$ cat config.mk
export PLATFORM = sky130hd
export DESIGN_NAME = tick_bcd_counter_flat
export DESIGN_NICKNAME = d
export VERILOG_FILES = /design/src/rtl/tick_bcd_counter_if.sv /design/src/rtl/tick_bcd_counter.sv /design/src/flat_wrapper.sv
export SDC_FILE = /design/constraint.sdc
export NUM_CORES = 1
export LEC_CHECK = 0
export ABC_AREA = 0
export CAP_MARGIN = 10
export CELL_PAD_IN_SITES_DETAIL_PLACEMENT = 1
export CELL_PAD_IN_SITES_GLOBAL_PLACEMENT = 2
export CORE_UTILIZATION = 30
export DETAILED_ROUTE_END_ITERATION = 10
export MAX_ROUTING_LAYER = met4
export PLACE_DENSITY = 0.8
export REMOVE_ABC_BUFFERS = 1
export SYNTH_ARGS = -nofsm -noshare
export SYNTH_HDL_FRONTEND = slang
export SYNTH_SLANG_ARGS = --single-unit
$ cat constraint.sdc
create_clock -name clk -period 5.2 [get_ports clk]
set_input_delay 1.04 -clock clk [delete_from_list [all_inputs] [get_ports clk]]
set_output_delay 1.04 -clock clk [all_outputs]
set_load 0.01 [all_outputs]
$ cat src/rtl/tick_bcd_counter_if.sv
// Bundle of the tick counter's control inputs and its digit/display outputs.
// master drives the controls and observes the outputs; slave is the counter itself.
interface tick_bcd_counter_if;
    logic       tick_in;
    logic       en;
    logic       up_dn;
    logic       clr;
    logic [3:0] bcd_tens;
    logic [3:0] bcd_ones;
    logic       wrap;
    logic [6:0] seg;
    logic [1:0] an;

    modport master (
        output tick_in, en, up_dn, clr,
        input  bcd_tens, bcd_ones, wrap, seg, an
    );

    modport slave (
        input  tick_in, en, up_dn, clr,
        output bcd_tens, bcd_ones, wrap, seg, an
    );
endinterface

$ cat src/rtl/tick_bcd_counter.sv
// Two-digit BCD up/down counter stepped by rising edges of an asynchronous divider tick,
// with a time-multiplexed seven-segment display driver.
module tick_bcd_counter #(
    parameter int MAX_COUNT      = 59,
    parameter int SCAN_DIV       = 50000,
    parameter bit SEG_ACTIVE_LOW = 1'b1
) (
    input  logic                clk,
    input  logic                rst,
    tick_bcd_counter_if.slave   bus
);
    localparam logic [3:0] MAX_TENS = 4'(MAX_COUNT / 10);
    localparam logic [3:0] MAX_ONES = 4'(MAX_COUNT % 10);
    localparam int SCAN_W = (SCAN_DIV > 2) ? $clog2(SCAN_DIV) : 1;
    localparam logic [SCAN_W-1:0] SCAN_LAST = SCAN_W'(SCAN_DIV - 1);

    logic              r_s1, r_s2, r_s3;
    logic [3:0]        r_tens, r_ones;
    logic              r_wrap;
    logic [SCAN_W-1:0] r_scan_cnt;
    logic              r_dig_sel;

    logic              w_step;
    logic              w_at_max, w_at_zero;
    logic [3:0]        w_digit;
    logic [6:0]        w_seg_hi;
    logic [1:0]        w_an_hi;

    // Sync flops reset high so a tick already high at reset release is not seen as an edge.
    always_ff @(posedge clk or posedge rst) begin
        if (rst) begin
            r_s1 <= 1'b1;
            r_s2 <= 1'b1;
            r_s3 <= 1'b1;
        end else begin
            r_s1 <= bus.tick_in;
            r_s2 <= r_s1;
            r_s3 <= r_s2;
        end
    end

    assign w_step    = r_s2 & ~r_s3;
    assign w_at_max  = (r_tens == MAX_TENS) && (r_ones == MAX_ONES);
    assign w_at_zero = (r_tens == 4'd0) && (r_ones == 4'd0);

    always_ff @(posedge clk or posedge rst) begin
        if (rst) begin
            r_tens <= 4'd0;
            r_ones <= 4'd0;
            r_wrap <= 1'b0;
        end else if (bus.clr) begin
            r_tens <= 4'd0;
            r_ones <= 4'd0;
            r_wrap <= 1'b0;
        end else if (w_step && bus.en) begin
            r_wrap <= 1'b0;
            if (bus.up_dn) begin
                if (w_at_max) begin
                    r_tens <= 4'd0;
                    r_ones <= 4'd0;
                    r_wrap <= 1'b1;
                end else if (r_ones == 4'd9) begin
                    r_ones <= 4'd0;
                    r_tens <= r_tens + 4'd1;
                end else begin
                    r_ones <= r_ones + 4'd1;
                end
            end else begin
                if (w_at_zero) begin
                    r_tens <= MAX_TENS;
                    r_ones <= MAX_ONES;
                    r_wrap <= 1'b1;
                end else if (r_ones == 4'd0) begin
                    r_ones <= 4'd9;
                    r_tens <= r_tens - 4'd1;
                end else begin
                    r_ones <= r_ones - 4'd1;
                end
            end
        end else begin
            r_wrap <= 1'b0;
        end
    end

    // r_dig_sel: 0 = ones digit, 1 = tens digit; each held for SCAN_DIV clocks.
    always_ff @(posedge clk or posedge rst) begin
        if (rst) begin
            r_scan_cnt <= '0;
            r_dig_sel  <= 1'b0;
        end else if (r_scan_cnt == SCAN_LAST) begin
            r_scan_cnt <= '0;
            r_dig_sel  <= ~r_dig_sel;
        end else begin
            r_scan_cnt <= r_scan_cnt + 1'b1;
        end
    end

    function automatic logic [6:0] seg7(input logic [3:0] d);
        case (d)
            4'd0:    seg7 = 7'h3F;
            4'd1:    seg7 = 7'h06;
            4'd2:    seg7 = 7'h5B;
            4'd3:    seg7 = 7'h4F;
            4'd4:    seg7 = 7'h66;
            4'd5:    seg7 = 7'h6D;
            4'd6:    seg7 = 7'h7D;
            4'd7:    seg7 = 7'h07;
            4'd8:    seg7 = 7'h7F;
            4'd9:    seg7 = 7'h6F;
            default: seg7 = 7'h00;
        endcase
    endfunction

    always_comb begin
        w_digit  = r_ones;
        w_an_hi  = 2'b01;
        if (r_dig_sel) begin
            w_digit = r_tens;
            w_an_hi = 2'b10;
        end
        w_seg_hi = seg7(w_digit);
    end

    assign bus.bcd_tens = r_tens;
    assign bus.bcd_ones = r_ones;
    assign bus.wrap     = r_wrap;
    assign bus.seg      = w_seg_hi ^ {7{SEG_ACTIVE_LOW}};
    assign bus.an       = w_an_hi ^ {2{SEG_ACTIVE_LOW}};
endmodule

$ cat src/flat_wrapper.sv
// flat-port wrapper written by rule: the top's interface ports become plain ports
module tick_bcd_counter_flat 
#(
    parameter int MAX_COUNT      = 59,
    parameter int SCAN_DIV       = 50000,
    parameter bit SEG_ACTIVE_LOW = 1'b1
)
  (clk, rst, bus_tick_in, bus_en, bus_up_dn, bus_clr, bus_bcd_tens, bus_bcd_ones, bus_wrap, bus_seg, bus_an);
  tick_bcd_counter_if bus_i ();
  input  logic clk;
  input  logic rst;
  input wire logic [$bits(bus_i.tick_in)-1:0] bus_tick_in;
  input wire logic [$bits(bus_i.en)-1:0] bus_en;
  input wire logic [$bits(bus_i.up_dn)-1:0] bus_up_dn;
  input wire logic [$bits(bus_i.clr)-1:0] bus_clr;
  output wire logic [$bits(bus_i.bcd_tens)-1:0] bus_bcd_tens;
  output wire logic [$bits(bus_i.bcd_ones)-1:0] bus_bcd_ones;
  output wire logic [$bits(bus_i.wrap)-1:0] bus_wrap;
  output wire logic [$bits(bus_i.seg)-1:0] bus_seg;
  output wire logic [$bits(bus_i.an)-1:0] bus_an;
  assign bus_i.tick_in = bus_tick_in;
  assign bus_i.en = bus_en;
  assign bus_i.up_dn = bus_up_dn;
  assign bus_i.clr = bus_clr;
  assign bus_bcd_tens = bus_i.bcd_tens;
  assign bus_bcd_ones = bus_i.bcd_ones;
  assign bus_wrap = bus_i.wrap;
  assign bus_seg = bus_i.seg;
  assign bus_an = bus_i.an;
  tick_bcd_counter #(.MAX_COUNT(MAX_COUNT), .SCAN_DIV(SCAN_DIV), .SEG_ACTIVE_LOW(SEG_ACTIVE_LOW)) u_core (.clk(clk), .rst(rst), .bus(bus_i));
endmodule
==> results.md, run 1 <==
- Status: completed
- Setup CP Type: flop to output port
- Biggest area consumer among synthesized cells: dfrtp_1
- Mapped Area: 1850 sq um
- First-pass GRT wire length: 7620 um
- Worst-Skew Late Latency: 0.29 ns
- Combinational share of power: 13.3%
- Hold Path Class: flop to flop
- Crit path largest cell delay: 0.55 ns
- Die Y: 80.6 um
- Synthesized area per cell: 9.70 sq um
- Dpl hpwl: 3150 um
- Final min period: 3.46 ns
- Placed Cells: 282
- Antenna Cells: 0
- Residual DRC count: 0
- Compound-Gate Fraction of Synth Area: 12.6%
- DR vias/cell: 5.12
- Io pins: 24
- Hold Fails Final Rpt: 0
- Post-synthesis sequential area ratio: 39.4%
- Row count: 28
- Initial DRC count: 48
- DR pass1 iterations: 3
- Fillers: 682
- Largest net degree at the start of global routing: 30
- Vias: 1,486
- Psw: 134 uW
- Netlist cell types: 47
- CTS tree: yes
- CTS sink count: 29
- CP arrival: 2.42 ns
- Maximum buffer depth of the clock tree: 2
- Max Freq: 289 MHz
- Met2 wire length: 1960 um
- # Post-CTS Setup Buffers: 0
- Fin Hold WS: 0.359 ns
- Final Power: 503 uW
- Maxcap violations: 0
- Syn. warnings: 0
- Vias in the first global route: 1,528
- Cell Int Power: 369 uW
- Clk pwr share: 39.7%
- Core area: 5920 sq um
- Area of the multi-input gates: 1050 sq um
- Gpl congestion: 0.817
- Crit. End Element: output port
- Synth Area in Simple Gates: 24.3%
- DIE WIDTH: 80.6 um
- NumNets Final: 233
- Worst Skew: 0.00969 ns
- Largest family of logic cells by synthesized area: simple AND/OR/NAND/NOR gates
- Reg clk slew, reported paths: 0.07 ns
- CP max stage cell: clkdlybuf4s50_1
- P_leak: 0.963 nW
- Antenna Nets Post-Route: 0
- Setup Viol. Count Final: 0
- Routed wire length: 4410 um
- Share of cells above drive strength 1: 7.91%
- Adder-cell share of the synthesized area: 8.78%
- Met1 WL: 2260 um
- Crit Path Max Fanout: 7
- Synth Instances: 191
- Root cell of the clock tree: clkbuf_8
- Sw Ratio: 26.6%
- Post-synthesis mux area share: 4.46%
- Worst slew margin: 55.0%
- Fin Setup TNS: 0 ns
- Unrepaired setup endpoints after global routing: false
- Startpoint Class: flop
- All-Layer GR Usage: 16.0%
- Asr flop ratio synth: 100%
- FF+latch area: 729 sq um
- Post-synth top area share: 35.1%
- Critical path cell sequence: mux2_2, inv_1, ha_1, nor2_1, o21a_1, a21oi_1, clkdlybuf4s50_1
- Pwr dens: 224 nW/um^2
- Synth Flop Type: dfrtp_1
- Met3 WL: 114 um
- Avg WL per Cell: 15.2 um
- Slew of the pin with the lowest slew margin: 0.656 ns
- Initial cell density of the core: 31.3%
- Top Metal Used: met4
- Non-Filler Instances: 290
- H-tree depth: 2
- Resized cells post-CTS: 0
- CTS Buf Count: 5
- Initial antenna violation count: 0
- Fin crit share: 66.6%
- Peak VDD IR: 0.000133 V
- Post-synth EDFFs: 0
- Ranking of synthesized cells by area: dfrtp_1, ha_1, xnor2_1, dfstp_2, nor2_1
- CP required: 4.16 ns
- Hold-fix buffers, CTS: 0
- Area Growth Syn to Fin: 21.3%
- Buffers on Ports: 23
- Fin. max-slew vios: 0
- Seq pwr share: 47.0%
- Number of synthesized register bits: 29
- GRT overflow: 0
- Total die area: 6490 sq um
- Xor/xnor share of the synthesized area: 6.62%
## power groups by stage
| stage | Sequential [mW] | Clock (mW) | Combinational, mW |
|---|---|---|---|
| floorplan | 0.239 | 0 | 0.0373 |
| global placement | 0.240 | 0 | 0.0673 |
| detailed placement | 0.240 | 0 | 0.0678 |
| CTS | 0.236 | 0.208 | 0.0682 |
| global route | 0.237 | 0.219 | 0.0754 |
| finish | 0.236 | 0.200 | 0.0669 |
## routing by layer
metal / GRT usage [%] / vias up
li1: - / 739
met1: 22.0 / 724
met2: 22.5 / 18
met3: 3.64 / 5
met4: 6.43 / 0
met5: - / -
## state kept, by name, indices dropped and copies added (netlist names)
signal,count
u_core.bus.bcd_ones,4
u_core.bus.bcd_tens,4
u_core.bus.wrap,1
u_core.r_dig_sel,1
u_core.r_s1,1
u_core.r_s2,1
u_core.r_s3,1
u_core.r_scan_cnt,16
## worst paths after layout
kind | end | from | slack, ns | cells after the start
min in group asynchronous | u_core.bus.bcd_tens[0]$_DFFE_PP0P_ | rst | 1.12 | 3
hold reg to reg | u_core.r_s2$_DFF_PP1_ | u_core.r_s1$_DFF_PP1_ | 0.36 | 0
max in group asynchronous | u_core.r_s3$_DFF_PP1_ | rst | 3.77 | 3
setup reg to reg | u_core.bus.bcd_tens[1]$_DFFE_PP0P_ | u_core.bus.bcd_ones[0]$_DFFE_PP0P_ | 2.86 | 6
setup / recovery | bus_seg[3] | u_core.r_dig_sel$_DFFE_PP0N_ | 1.74 | 7
hold / removal | u_core.r_s2$_DFF_PP1_ | u_core.r_s1$_DFF_PP1_ | 0.36 | 0
## synth_stat cells (3+ instances only)
master / n
dfrtp_1: 26
nor2_1: 19
ha_1: 13
nand3_1: 13
a21oi_1: 11
inv_1: 10
xnor2_1: 10
nand2_1: 9
clkbuf_1: 7
mux2i_1: 6
nand2b_1: 6
and4_1: 4
nand4_1: 4
xor2_1: 4
a211oi_1: 3
and3_1: 3
dfstp_2: 3
## critical path, delay by kind of cell, from the launching register on
family | cells | cell delay (ns)
buffers and inverters | 2 | 0.68
DFF | 1 | 0.50
muxes | 1 | 0.44
AOI/OAI and AO/OA | 2 | 0.30
adders and majority gates | 1 | 0.16
and+or+nand+nor | 1 | 0.05
## area by class of cell
type,instances,share of cell area (%)
clock buffer,6,3.68
tap,75,4.18
clock inverter,2,0.613
sequential,29,32.5
multi-input combinational,144,46.8
inverter,10,1.67
timing repair buffer,24,10.6
## cell usage in the layout, fill, tap and decap left out, drive strengths merged, types with 2 or more instances in the layout
| cell type | count |
|---|---|
| dfrtp | 26 |
| clkdlybuf4s50 | 23 |
| nor2 | 19 |
| nand3 | 13 |
| ha | 13 |
| a21oi | 11 |
| inv | 10 |
| xnor2 | 10 |
| nand2 | 9 |
| mux2i | 6 |
| nand2b | 6 |
| clkbuf | 6 |
| nand4 | 4 |
| and4 | 4 |
| xor2 | 4 |
| a211oi | 3 |
| and3 | 3 |
| dfstp | 3 |
| or4b | 3 |
| or3b | 2 |
| o21a | 2 |
| o2111ai | 2 |
| o31ai | 2 |
| mux2 | 2 |
| o22ai | 2 |
| or4bb | 2 |
| a31oi | 2 |
| a211o | 2 |
| o32ai | 2 |
| nor4 | 2 |
| clkinv | 2 |
## logic make-up after synthesis
kind of cell,Yosys count
AO/OA/AOI/OAI,34
XOR/XNOR,14
adder cells (fa/ha/maj),13
buffers and inverters,18
flip-flops,29
multiplexers,8
AND/OR/NAND/NOR,75
## metrics by stage
step	util (%)	setup WS (ns)	area (sq um)
5_1_grt	37.9	1.54	2250
3_3_place_gp	36.3	2.00	2150
3_5_place_dp	36.3	1.91	2150
4_1_cts	37.9	1.69	2250
6_report	37.9	1.74	2250
2_1_floorplan	-	2.58	1820
(Power assumes the default switching activity.)
==> run 2, diff against run 1 <==
Settings changed: PLACE_DENSITY 0.8 to 0.83.
Clock period 5.2 ns to 3.12 ns, I/O delays scaled along.
==> run 2 against run 1 <==
Clock skew decreased by 0.0041 ns; non-clock buffer count increased by 5; register-to-register slack got worse by 2.1 ns; sequential share of layout area decreased by 0.46 points; worst hold slack got worse by 0.0034 ns; die area unchanged; global-route usage decreased by 0.68 points; critical path depth unchanged; sequential power increased by 66%; critical path type unchanged; critical endpoint unchanged.
==> results.md, run 2 (same netlist as run 1, synthesis figures left out) <==
- Fin. max-slew vios: 0 (unchanged)
- Hold Path Class: flop to flop
- CTS sink count: 29 (unchanged)
- Critical R2R Capture: u_core.bus.bcd_tens[0]$_DFFE_PP0P_
- CTS Buf Count: 5 (unchanged)
- Area of the multi-input gates: 1050 sq um (+0.36%)
- Peak VDD IR: 0.000197 V (+48%)
- H-tree depth: 2 (unchanged)
- Fin area: 2280 sq um (+1.6%)
- Slew of the pin with the lowest slew margin: 0.621 ns (-0.0353 ns)
- R2R cell count: 7 (+1)
- Total die area: 6490 sq um (unchanged)
- Maxcap violations: 0 (unchanged)
- Dpl ws: 0.377 ns (-1.53 ns)
- Gpl congestion: 0.779 (-4.7%)
- Initial DRC count: 51 (+6.3%)
- Critical Path Start: u_core.r_dig_sel$_DFFE_PP0N_
- Share of cells above drive strength 1: 10.0% (+2.1 points)
- All-Layer GR Usage: 15.3% (-0.68 points)
- Residual DRC count: 0 (unchanged)
- Crit. End Element: output port
- Root cell of the clock tree: clkbuf_8
- DR vias/cell: 5.14 (+0.36%)
- Reg clk slew, reported paths: 0.06 ns (about the same)
- Crit Path Max Fanout: 7 (unchanged)
- Initial antenna violation count: 0 (unchanged)
- Worst slew margin: 57.4% (+2.4 points)
- CP arrival: 2.31 ns (-0.11 ns)
- Worst-Skew Late Latency: 0.27 ns (-0.02 ns)
- Max Freq: 340 MHz
- Avg WL per Cell: 14.7 um (-3.4%)
- Final Power: 822 uW (+64%)
- P_leak: 0.982 nW (+2.0%)
- Fin Setup TNS: 0 ns (unchanged)
- First-pass GRT wire length: 7500 um (-1.6%)
- CP required: 2.50 ns (-1.66 ns)
- Fin util: 38.5% (+0.61 points)
- Commonest cells after routing, fill and taps aside: dfrtp_1, clkdlybuf4s50_1, nor2_1
- Antenna Nets Post-Route: 0 (unchanged)
- Startpoint Class: flop
- Antenna Cells: 0 (unchanged)
- Final worst slack: 0.182 ns (-1.55 ns)
- DR pass1 iterations: 3 (unchanged)
- Biggest register: u_core.r_scan_cnt
- Fin crit share: 94.2%
- Vias in the first global route: 1,557 (+1.9%)
- Dpl hpwl: 3140 um (-0.31%)
- Worst Skew: 0.00559 ns (-0.00410 ns)
- Routed wire length: 4330 um (-1.8%)
- Setup CP Type: flop to output port
- Die Y: 80.6 um (unchanged)
- Fillers: 672 (-1.5%)
- Largest net degree at the start of global routing: 30 (unchanged)
- Buffers on Ports: 23 (unchanged)
- CTS tree: yes
- Io pins: 24 (unchanged)
- Maximum buffer depth of the clock tree: 2 (unchanged)
- Status: completed
- FF+latch area: 731 sq um (+0.17%)
- Row count: 28 (unchanged)
- NumNets Final: 238 (+2.1%)
- Core area: 5920 sq um (unchanged)
- Vias: 1,517 (+2.1%)
- Setup Viol. Count Final: 0 (unchanged)
- Worst r2r src: u_core.bus.bcd_ones[1]$_DFFE_PP0P_
- Area Growth Syn to Fin: 23.2%
- Max reg flops: 16 (unchanged)
- Placed Instance Area: 2190 sq um (+1.7%)
- GRT overflow: 0 (unchanged)
- Final min period: 2.94 ns
- Worst setup path end: bus_seg[3]
- DIE WIDTH: 80.6 um (unchanged)
- Unrepaired setup endpoints after global routing: false
- Commonest non-fill, non-tap cell in the layout: dfrtp_1
- Pwr dens: 360 nW/um^2 (+61%)
- Worst R2R Setup Slack: 0.81 ns (-2.05 ns)
- Initial cell density of the core: 31.3% (unchanged)
- Hold Fails Final Rpt: 0 (unchanged)
[run 2: changes by cell type in the layout (fill, tap and decap cells not counted), sizes merged]
cell    change
clkinv      -2
clkbuf      +2
buf         +5
[run 2: worst min path at each step]
stage	from	endpoint	slack [ns]	depth (start not counted)
detailed placement	u_core.r_s1$_DFF_PP1_	u_core.r_s2$_DFF_PP1_	0.35	0
global placement	u_core.r_s1$_DFF_PP1_	u_core.r_s2$_DFF_PP1_	0.35	0
finish	u_core.r_s1$_DFF_PP1_	u_core.r_s2$_DFF_PP1_	0.36	0
floorplan	u_core.r_s1$_DFF_PP1_	u_core.r_s2$_DFF_PP1_	0.35	0
CTS	u_core.r_s1$_DFF_PP1_	u_core.r_s2$_DFF_PP1_	0.36	0
global route	u_core.r_s1$_DFF_PP1_	u_core.r_s2$_DFF_PP1_	0.36	0
[run 2: routing by layer]
metal / vias to the layer above / track usage (%) / wire length (um)
li1: 755 / - / -
met1: 742 / 19.7 / 2130
met2: 18 / 24.2 / 2050
met3: 2 / 2.61 / 115
met4: 0 / 5.36 / 35
met5: - / - / 0
[run 2: final cells by class]
cell class	count	share of cell area [%]
inverter	10	1.64
sequential	29	32.0
multi-input combinational	144	46.2
clock buffer	8	3.95
tap	75	4.11
timing repair buffer	29	12.1
[run 2: power breakdown]
group	internal, mW	switching [mW]
Clock	0.179	0.132
Combinational	0.0570	0.0627
Sequential	0.383	0.00740
Total	0.620	0.202
[run 2: critical path, cell delays in order, from the launching register on]
cell             delay [ns]
dfrtp_2                0.45
mux2_2                 0.42
inv_1                  0.13
ha_1                   0.15
nor2_1                 0.04
o21a_1                 0.18
a21oi_1                0.12
clkdlybuf4s50_1        0.54
[run 2: metrics by stage]
step / std cells / hold WS [ns]
finish: 295 / 0.355
global route: 295 / 0.363
CTS: 295 / 0.357
detailed placement: 287 / 0.348
global placement: 287 / 0.348
floorplan: 183 / 0.345
[run 2: repair_timing]
item,4_1_cts,5_1_grt
hold buffers,0,0
buffers inserted,0,0
gates resized for setup,0,2
setup endpoints to repair,0,3
endpoints found under the hold margin,0,0
==> run 3, diff against run 2 <==
Settings changed: ABC_CLOCK_PERIOD_IN_PS set to 3120.
==> results of run 3 <==
Same layout as run 2: the final DEF is identical, and so are final timing and power.
